[src/rtl/if_stage.sv]
`default_nettype none
// ============================================================================
//  Module   : if_stage
//  Purpose  : Instruction-fetch stage and IF/ID pipeline register of the
//             5-stage RV32I core. Holds the PC, drives it to the
//             asynchronous-read instruction memory and captures the fetched
//             word together with its PC and PC+4 into IF/ID.
//  Ports    : clk, rst          - core clock, async active-high reset
//             stall             - hazard unit: hold PC and IF/ID
//             redirect,
//             redirect_pc       - EX stage control transfer and its target
//             imem_addr/data    - instruction memory address / read word
//             id_ir, id_pc,
//             id_pc4, id_valid  - IF/ID register contents
//             fetch_count       - valid instructions loaded into IF/ID
//  Revision : 1.0 - initial release
// ============================================================================
module if_stage #(
  parameter logic [31:0] RESET_PC = 32'h0000_3000,
  parameter logic [31:0] NOP_INSN = 32'h0000_0013
) (
  input  logic        clk,
  input  logic        rst,
  input  logic        stall,
  input  logic        redirect,
  input  logic [31:0] redirect_pc,
  output logic [31:0] imem_addr,
  input  logic [31:0] imem_data,
  output logic [31:0] id_ir,
  output logic [31:0] id_pc,
  output logic [31:0] id_pc4,
  output logic        id_valid,
  output logic [31:0] fetch_count
);

  logic [31:0] pc_q, pc_d;
  logic [31:0] ir_q, ir_d;
  logic [31:0] idpc_q, idpc_d;
  logic [31:0] idpc4_q, idpc4_d;
  logic        valid_q, valid_d;
  logic [31:0] cnt_q, cnt_d;
  logic [31:0] pc_plus4;

  assign pc_plus4 = pc_q + 32'd4;

  // Redirect outranks stall: a stalled instruction sitting in IF/ID is on the
  // wrong path once EX resolves a control transfer, so it is replaced by a
  // bubble rather than held.
  always_comb begin
    pc_d    = pc_q;
    ir_d    = ir_q;
    idpc_d  = idpc_q;
    idpc4_d = idpc4_q;
    valid_d = valid_q;
    cnt_d   = cnt_q;
    if (redirect) begin
      pc_d    = {redirect_pc[31:2], 2'b00};
      ir_d    = NOP_INSN;
      idpc_d  = 32'd0;
      idpc4_d = 32'd0;
      valid_d = 1'b0;
    end else if (!stall) begin
      pc_d    = pc_plus4;
      ir_d    = imem_data;
      idpc_d  = pc_q;
      idpc4_d = pc_plus4;
      valid_d = 1'b1;
      cnt_d   = cnt_q + 32'd1;
    end
  end

  always_ff @(posedge clk or posedge rst) begin
    if (rst) begin
      pc_q    <= RESET_PC;
      ir_q    <= NOP_INSN;
      idpc_q  <= 32'd0;
      idpc4_q <= 32'd0;
      valid_q <= 1'b0;
      cnt_q   <= 32'd0;
    end else begin
      pc_q    <= pc_d;
      ir_q    <= ir_d;
      idpc_q  <= idpc_d;
      idpc4_q <= idpc4_d;
      valid_q <= valid_d;
      cnt_q   <= cnt_d;
    end
  end

  assign imem_addr   = pc_q;
  assign id_ir       = ir_q;
  assign id_pc       = idpc_q;
  assign id_pc4      = idpc4_q;
  assign id_valid    = valid_q;
  assign fetch_count = cnt_q;

endmodule
`default_nettype wire
[config.mk]
export PLATFORM = sky130hd
export DESIGN_NAME = if_stage
export DESIGN_NICKNAME = d
export VERILOG_FILES = /design/src/rtl/if_stage.sv
export SDC_FILE = /design/constraint.sdc
export NUM_CORES = 1
export LEC_CHECK = 0
export BUFFER_PORTS_ARGS = -buffer_cell sky130_fd_sc_hd__buf_2
export CORE_ASPECT_RATIO = 0.8
export CORE_MARGIN = 10
export CORE_UTILIZATION = 40
export DETAILED_ROUTE_END_ITERATION = 12
export GPL_TIMING_DRIVEN = 0
export SLEW_MARGIN = 5
export SYNTH_ARGS = -nofsm -noshare
export SYNTH_HDL_FRONTEND = slang
export SYNTH_SLANG_ARGS = --single-unit
[constraint.sdc]
create_clock -name clk -period 6.21 [get_ports clk]
set_input_delay 0.3105 -clock clk [delete_from_list [all_inputs] [get_ports clk]]
set_output_delay 0.3105 -clock clk [all_outputs]
set_load 0.02 [all_outputs]
==> impl_results.md <==
* Outcome: complete, no violations
* DRC at 0
* Clk pwr share at 38.3%
* Cell area after synthesis at 7620 sq um
* Max FO, Critical Path at 8
* Mapped Cells at 768
* Clk buf depth at 2
* Area grow syn2layout at 27.3%
* RSZ-0062 raised after global routing: no
* Vias per cell at 5.38
* Global-route wire length before repair at 40,200 microns
* Avg Inst Size Synth at 9.92 sq um
* Skew-Pair Late Insertion Delay at 0.43 ns
* Ranking of synthesized cells by area: dfrtp_1 (50%), mux2i_1 (7.0%), nor2_1 (4.9%)
* TritonRoute pass-1 iters at 5
* Max Clock Freq at 0.376 GHz
* Largest net degree at the start of global routing at 108
* Antenna-violating nets left at 0
* CP Capture Type: register
* Nets at 1,084
* Crit-path cells: ha_1 > nand3_4 > or4_1 > clkbuf_1 > or4b_2 > o2111a_1
* Cell Rows at 45
* Sw Pwr at 0.000876 W
* Post-synth top area cell: dfrtp_1
* Worst Tran Pin Value at 1.36 ns
* Delay-heaviest family, CP: simple AND/OR/NAND/NOR gates
* Combinational power share at 18.7%
* DRT iter0 DRCs at 635
* GRT Residual Overflow at 0
* Final min period at 2.66 ns
* Type of the worst min-delay path: in2reg
* Slowest CP cell: or4b_2
* Via count at 6,913
* CP Launch Type: register
* Reg clk slew, reported paths at 0.07 ns
* PD cells at 279 nW/um^2
* Max stage delay on crit path at 0.63 ns
* GRT Overall Usage at 20.7%
* RD Place Congestion at 0.859
* Yosys warnings at 0
* Core area at 18,900 sq um
* Sequential fraction of design power at 43.1%
* Worst IR Drop VDD at 0.164 mV
* I/O pin total at 229
* Buffers on Ports at 224
* Worst reg2reg setup slack at 3.55 ns
* Internal at 0.00183 W
* Proportion of layout cells with a drive suffix above 1 at 28.9%
* Final period util at 42.9%
* Post-layout util at 51.4%
* Inserted Clock Buffers at 17
* Register area share after synthesis at 51.3%
* Max cap viols at 0
* Worst setup path class: reg2reg
* Clk_skew at 0.00783 ns
* Total detailed-routing wirelength at 26,200 microns
* DR WL/cell at 20.3 microns
* Post-cts sizing count at 0
* Vias in the first global route at 6,634
* Die ar. at 25,000 sq um
* Die X at 174 microns
* CP Buf/Inv Count at 1
* Post-synth ARST share at 100%
* CP arrival at 2.97 ns
* Slew Viols, Final at 0
* Initial antenna violation count at 2
* Final-report hold violation count at 0
* WP data required at 6.52 ns
* Slew headroom at 8.35%
* Number of synthesized flops with an enable pin at 0
* Post-synth top area share at 49.6%
* Netlist cell types at 62
* Die H at 143 microns
* Final setup viols at 0
* Clock sinks at 156
* Switch share at 32.3%
* CTS tree: yes
* Final Power at 0.00271 W
* Synth Flop Type: dfrtp_1
* Initial Util at 40.4%
* HPWL Detailed at 19,400 microns
* Leakage power at 4.67 nW
* Seq cells post-synth at 156
* Buffers inserted by post-CTS timing repair at 0
* CTS root buffer: clkbuf_16
* Htree depth at 4
[synthesized netlist by cell type, types with 2 or more instances]
library cell	n
a31oi_1	10
nor4_1	14
o31a_1	2
a32oi_1	2
dfrtp_1	151
a211o_1	2
and2_1	2
a311oi_1	4
a211oi_1	7
nor2_1	99
o21a_1	4
o21ai_0	25
or4_1	21
xnor2_1	40
buf_2	11
a221oi_1	2
dfstp_2	5
o41ai_1	2
clkbuf_1	40
and4_1	5
nand2_1	60
nor3_1	21
a2111oi_0	4
nor2b_1	5
buf_1	8
a311o_1	2
xor2_1	12
a21oi_1	17
or4b_2	2
ha_1	2
inv_1	14
or2_2	7
o31ai_1	7
o2111a_1	4
buf_4	5
mux2i_1	53
nand3_1	23
o211ai_1	2
a22o_1	2
or3_1	10
and3_1	8
nand2b_1	6
nand4_1	27
[placed cells by master (no fill, tap or decap), drive strengths merged, types with 3 or more instances in the layout]
cell type and count:
a2111oi 4, a211oi 7, a21oi 17, a311oi 4, a31oi 10, and3 8, and4 5, buf 250
clkbuf 58, clkinv 6, dfrtp 151, dfstp 5, inv 22, mux2i 53, nand2 60, nand2b 6
nand3 24, nand4 28, nor2 99, nor2b 5, nor3 21, nor4 15, o2111a 4, o21a 4
o21ai 25, o31ai 7, or2 8, or3 10, or4 22, or4b 3, xnor2 40, xor2 12
[worst paths after layout]
path / from / endpoint / cells after the start
setup / recovery: imem_addr[2] / id_pc4[16] / 6
hold / removal: redirect_pc[11] / imem_addr[11] / 3
setup reg to reg: imem_addr[2] / id_pc4[16] / 6
hold reg to reg: id_valid / id_valid / 1
max in group asynchronous: rst / id_pc4[19] / 4
min in group asynchronous: rst / id_pc[19] / 3
[cell families (layout without fill, tap and decap cells)]
logic type | after synthesis | after routing | share of synthesized area, %
AND/OR/NAND/NOR | 319 | 319 | 21.4
flip-flops | 156 | 156 | 51.3
AO/OA/AOI/OAI | 103 | 103 | 9.28
buffers and inverters | 81 | 339 | 4.53
multiplexers | 54 | 54 | 7.11
XOR/XNOR | 52 | 52 | 5.98
adder cells (fa/ha/maj) | 2 | 2 | 0.328
other | 1 | 3 | 0.0492
[layer usage]
metal	vias to the layer above	global-route usage, %	wire length (microns)
met2	286	30.7	11700
li1	3224	-	-
met3	20	7.73	2610
met5	-	0	7
met1	3381	28.2	11600
met4	2	4.09	223
[registers in the layout, summed over array words and instances, names as in the netlist]
signal	count
fetch_count	32
id_ir	32
id_pc	31
id_pc4	30
imem_addr	30
id_valid	1
[cell type report]
| type | instances | area, sq um |
|---|---|---|
| inverters | 15 | 63.8 |
| fillers | 1851 | 9160 |
| well taps | 258 | 323 |
| multi-input cells | 532 | 3370 |
| flip-flops and latches | 156 | 3910 |
| clock buffers | 17 | 425 |
| plain buffers | 66 | 289 |
| diodes | 1 | 2.50 |
| repair buffers | 226 | 1160 |
| clock inverters | 15 | 156 |
[worst min-delay path, cell delays in order]
cell,delay [ns]
buf_2,0.07
nand2_1,0.04
o21ai_0,0.06
[power by group through the flow]
| stage | Sequential, W | Clock [W] | Combinational (W) |
|---|---|---|---|
| after detailed placement | 0.00118 | 0 | 0.000509 |
| after global routing | 0.00118 | 0.00112 | 0.000552 |
| final | 0.00117 | 0.00104 | 0.000506 |
| after floorplan | 0.00127 | 0 | 0.000214 |
| after global placement | 0.00118 | 0 | 0.000503 |
| after CTS | 0.00117 | 0.00106 | 0.000510 |
[what timing repair did]
action | 4_1_cts | 5_1_grt
hold buffers | 1 | 0
endpoints found under the hold margin | 49 | 0
endpoints found under the setup margin | 0 | 0
[metrics by stage]
stage / setup WS (ns) / hold WS (ns) / instance area [sq um] / cells / setup TNS, ns
4_1_cts: 3.56 / 0.0720 / 9690 / 1285 / 0
2_1_floorplan: 1.70 / 0.425 / 7620 / 769 / 0
3_5_place_dp: 3.43 / 0.347 / 9100 / 1252 / 0
5_1_grt: 3.41 / 0.0708 / 9700 / 1285 / 0
3_3_place_gp: -0.377 / 0.457 / 9070 / 1251 / -53.82
6_report: 3.55 / 0.0957 / 9700 / 1286 / 0
(Power assumes the default switching activity.)
